`config.mk`:
```
export PLATFORM = sky130hd
export DESIGN_NAME = wb_rom_arbiter
export DESIGN_NICKNAME = d
export VERILOG_FILES = /design/src/rtl/wb_rom_arbiter.sv
export SDC_FILE = /design/constraint.sdc
export NUM_CORES = 1
export LEC_CHECK = 0
export BUFFER_PORTS_ARGS = -buffer_cell sky130_fd_sc_hd__buf_2
export CORE_AREA = 2 2 122 124
export DETAILED_ROUTE_END_ITERATION = 12
export DIE_AREA = 0 0 124 126
export SYNTH_ARGS = -nofsm -noshare
export SYNTH_HDL_FRONTEND = slang
export SYNTH_SLANG_ARGS = --single-unit
export TNS_END_PERCENT = 30
```
`constraint.sdc`:
```
create_clock -name wb_clk_i -period 2.4 [get_ports wb_clk_i]
set_input_delay 0.36 -clock wb_clk_i [delete_from_list [all_inputs] [get_ports wb_clk_i]]
set_output_delay 0.36 -clock wb_clk_i [all_outputs]
set_load 0.01 [all_outputs]
```
`src/rtl/wb_rom_arbiter.sv`:
```
// Two-master round-robin Wishbone arbiter in front of the instruction ROM.
// The grant is held for the whole cyc. A per-access watchdog errors a stalled strobe.
module wb_rom_arbiter #(
   parameter int aw      = 32,
   parameter int dw      = 32,
   parameter int TIMEOUT = 16
) (
   input  logic          wb_clk_i,
   input  logic          wb_rst_i,
   input  logic [aw-1:0] m0_adr_i,
   input  logic [dw-1:0] m0_dat_i,
   input  logic [3:0]    m0_sel_i,
   input  logic          m0_we_i,
   input  logic          m0_stb_i,
   input  logic          m0_cyc_i,
   output logic [dw-1:0] m0_dat_o,
   output logic          m0_ack_o,
   output logic          m0_err_o,
   input  logic [aw-1:0] m1_adr_i,
   input  logic [dw-1:0] m1_dat_i,
   input  logic [3:0]    m1_sel_i,
   input  logic          m1_we_i,
   input  logic          m1_stb_i,
   input  logic          m1_cyc_i,
   output logic [dw-1:0] m1_dat_o,
   output logic          m1_ack_o,
   output logic          m1_err_o,
   output logic [aw-1:0] s_adr_o,
   output logic [dw-1:0] s_dat_o,
   output logic [3:0]    s_sel_o,
   output logic          s_we_o,
   output logic          s_stb_o,
   output logic          s_cyc_o,
   input  logic [dw-1:0] s_dat_i,
   input  logic          s_ack_i
);

   typedef enum logic [1:0] {IDLE, GNT0, GNT1} state_t;

   state_t     state, state_nxt;
   logic       last, last_nxt;
   logic [7:0] wdog;
   logic       req0, req1, timeout;

   assign req0 = m0_cyc_i & m0_stb_i;
   assign req1 = m1_cyc_i & m1_stb_i;

   always_comb begin
      state_nxt = state;
      last_nxt  = last;
      s_adr_o   = '0;
      s_dat_o   = '0;
      s_sel_o   = '0;
      s_we_o    = 1'b0;
      s_stb_o   = 1'b0;
      s_cyc_o   = 1'b0;
      case (state)
         IDLE: begin
            // On a tie the master that was not served last wins
            if (req0 && (!req1 || last)) begin
               state_nxt = GNT0;
               last_nxt  = 1'b0;
            end else if (req1) begin
               state_nxt = GNT1;
               last_nxt  = 1'b1;
            end
         end
         GNT0: begin
            s_adr_o = m0_adr_i;
            s_dat_o = m0_dat_i;
            s_sel_o = m0_sel_i;
            s_we_o  = m0_we_i;
            s_cyc_o = m0_cyc_i;
            s_stb_o = m0_stb_i & m0_cyc_i;
            if (!m0_cyc_i) state_nxt = IDLE;
         end
         GNT1: begin
            s_adr_o = m1_adr_i;
            s_dat_o = m1_dat_i;
            s_sel_o = m1_sel_i;
            s_we_o  = m1_we_i;
            s_cyc_o = m1_cyc_i;
            s_stb_o = m1_stb_i & m1_cyc_i;
            if (!m1_cyc_i) state_nxt = IDLE;
         end
         default: state_nxt = IDLE;
      endcase
   end

   // s_stb_o is already zero outside a grant, so it doubles as "granted strobe"
   assign timeout = s_stb_o & ~s_ack_i & (wdog == 8'(TIMEOUT - 1));

   assign m0_dat_o = s_dat_i;
   assign m1_dat_o = s_dat_i;
   assign m0_ack_o = s_ack_i & (state == GNT0) & m0_stb_i;
   assign m1_ack_o = s_ack_i & (state == GNT1) & m1_stb_i;
   assign m0_err_o = timeout & (state == GNT0);
   assign m1_err_o = timeout & (state == GNT1);

   always_ff @(posedge wb_clk_i) begin
      if (wb_rst_i) begin
         state <= IDLE;
         last  <= 1'b1;
         wdog  <= '0;
      end else begin
         state <= state_nxt;
         last  <= last_nxt;
         wdog  <= (s_stb_o && !s_ack_i && !timeout) ? wdog + 8'd1 : 8'd0;
      end
   end

endmodule

```
==> impl_results.md <==
* Compound-Gate Fraction of Synth Area at 30.1%
* Reg2reg start: state[0]$_SDFFE_PP0P_
* TritonCTS clock tree: done
* Overflow after GRT at 0
* Max Fclk at 444 MHz
* Min cycle time layout at 2.25 ns
* Maxcap violations at 0
* Post-DP Area at 2960 µm²
* Syn Inst Count at 298
* Status: complete, no violations
* CP max FO at 10
* Post-cts resize count at 0
* Final setup viols at 0
* Final Hold Fails at 0
* Worst slew margin at 69.8%
* Ant diodes at 0
* Syn nets at 479
* Leading area contributor after synthesis: a22oi_1
* Total power at 0.963 mW
* CP Launch Point: state[1]$_SDFFE_PP0P_
* Max VDD drop at 340 µV
* Post-synthesis xor/xnor area fraction at 1.22%
* Worst slew pin tran at 0.454 ns
* Crit-path max cell delay at 0.35 ns
* Most frequent cells after synthesis: a22oi_1, nor2b_1, buf_4
* Starting density of the core at 15.1%
* CTS root buf: clkbuf_16
* Layout cells sized above 1 at 53.9%
* Max stage delay cell, worst path: dfxtp_1
* Worst path arrival time at 1.89 ns
* Setup TNS at 0 ns
* Most frequent cell after synthesis: a22oi_1
* Multi-input gate area at 1340 µm²
* Antenna Nets Post-Route at 0
* Top cells by area, synth: a22oi_1, buf_4, nor2b_1, dfxtp_1, ha_1
* Leakage at 1.41 nW
* Synth Area per Inst at 7.23 µm²
* Drc violations at 0
* Worst-Skew Late Latency at 0.24 ns
* Wirelength per Cell at 13.5 µm
* Area Overhead vs Synth at 41.3%
* Fin cells at 622
* RSZ-0062 raised after global routing: false
* Synth top area share at 24.4%
* Pre-CTS setup slack at 0.382 ns
* Largest family of logic cells by synthesized area: compound AO/OA/AOI/OAI gates
* CP Capture Type: output port
* Core Region at 14300 µm²
* Final #Nets at 620
* Initial DRC Count at 115
* Die width at 124 µm
* Simple-gate share of the synthesized area at 27.8%
* Final setup skew at 0.00516 ns
* Hold Path Class: primary input to flop
* CTS buffer count at 3
* Gpl congestion at 0.738
* Initial antenna violation count at 0
* Overall routing resource usage at 9.40%
* Cell Area, Synth at 2150 µm²
* Area share of fa/ha/maj cells after synthesis at 2.32%
* Main synth FF type: dfxtp_1
* Period utilization at 93.8%
* WP data required at 2.04 ns
* Clock slew at reported path FFs at 0.04 ns
* # rows at 44
* Synth Register Bits at 11
* Htree depth at 1
* Cts hold-fix bufs at 0
* Routed vias/inst at 4.12
* Num ports at 316
* Post-synth EDFFs at 0
* Setup WS post-layout at 0.149 ns
* FFs w/ async S/R, synth at 0%
* Final instance area at 3040 µm²
* YS warnings at 0
* Max-slew violations at 0
* Yosys cell types at 32
* Pwr Density at 316 nW/µm²
* Mux share of post-synthesis cell area at 0%
* Vias in the first global route at 2290
* Die Ht at 126 µm
* TritonCTS Sinks at 11
* Clock Path Buffers at 2
* Register Area at 220 µm²
* Sequential-to-total area share from yosys stat at 10.2%
* DP HPWL at 6.83 mm
* Startpoint types: flop
* # fillers at 1625
* Post-Route WL at 8.37 mm
* Global-route wire length before repair at 11.8 mm
* Cells along the critical path: inv_1 > ha_2 > nand4_1 > a21o_1 > nor4_2 > buf_2
* Vias at 2563
* DRT Pass-1 Iters at 4
* Port bufs at 219
* Critical path class: flop to output port
* Pin count of the biggest net entering global routing at 46
* Placed Cells at 618
* Post-CTS setup buffer count at 0
* Hold Startpoint: wb_rst_i
* Die ar. at 15600 µm²
## stage by stage
stage / utilization, % / hold WS, ns
after floorplan: - / 0.429
after global routing: 21.3 / 0.347
after detailed placement: 20.7 / 0.473
after global placement: 20.7 / 0.469
final: 21.3 / 0.332
after CTS: 21.2 / 0.327
## power breakdown
| group | switching, mW | internal, mW | total, mW |
|---|---|---|---|
| Sequential | 0.00303 | 0.188 | 0.191 |
| Clock | 0.0904 | 0.221 | 0.312 |
| Combinational | 0.227 | 0.234 | 0.460 |
## worst paths after layout
check / to / slack, ns / cells past startpoint
worst min-delay path: state[0]$_SDFFE_PP0P_ / 0.33 / 2
worst max register to register: state[1]$_SDFFE_PP0P_ / 0.90 / 6
worst min register to register: wdog[0]$_SDFF_PP0_ / 0.48 / 1
worst max-delay path: m1_err_o / 0.15 / 6
## kinds of logic (layout without fill, tap and decap cells)
group / Yosys count / after routing
adders and majority gates: 4 / 4
xor gates and xnor gates: 3 / 3
DFF: 11 / 11
AOI/OAI and AO/OA: 87 / 87
and+or+nand+nor: 98 / 98
buffers and inverters: 95 / 235
## flip-flops by register name, summed over array words and instances (netlist names)
register / cells
last: 1
state: 2
wdog: 8
## worst max-delay path, delay by kind of cell, from the launching register on
kind,cells,cell delay (ns)
adders and majority gates,1,0.35
and+or+nand+nor,2,0.40
AOI/OAI and AO/OA,1,0.31
buffers and inverters,2,0.25
DFF,1,0.35
## area by class of cell
| type | count | share of cell area [%] |
|---|---|---|
| multi-input combinational | 192 | 43.9 |
| timing repair buffer | 225 | 37.9 |
| tap | 184 | 7.56 |
| sequential | 11 | 7.23 |
| clock buffer | 3 | 2.47 |
| inverter | 6 | 0.740 |
| clock inverter | 1 | 0.164 |
## placed cells by master (no fill, tap or decap), drive strengths merged, types with 3 or more instances in the layout
cell type | Yosys | layout
a211oi | 3 | 3
a22oi | 70 | 70
and3 | 4 | 4
buf | 77 | 225
clkbuf | 12 | 3
dfxtp | 11 | 11
ha | 4 | 4
inv | 6 | 6
nand2 | 4 | 4
nand3 | 5 | 5
nand4 | 3 | 3
nor2b | 69 | 69
nor3 | 5 | 5
o21ai | 5 | 5
or3 | 3 | 3
## metal layers
metal | GRT usage, % | routed length, µm
met5 | 0 | 0
met4 | 2.25 | 144
met3 | 2.94 | 814
met2 | 16.6 | 4050
met1 | 11.0 | 3360
No activity file was read; power rests on OpenSTA's default activity.
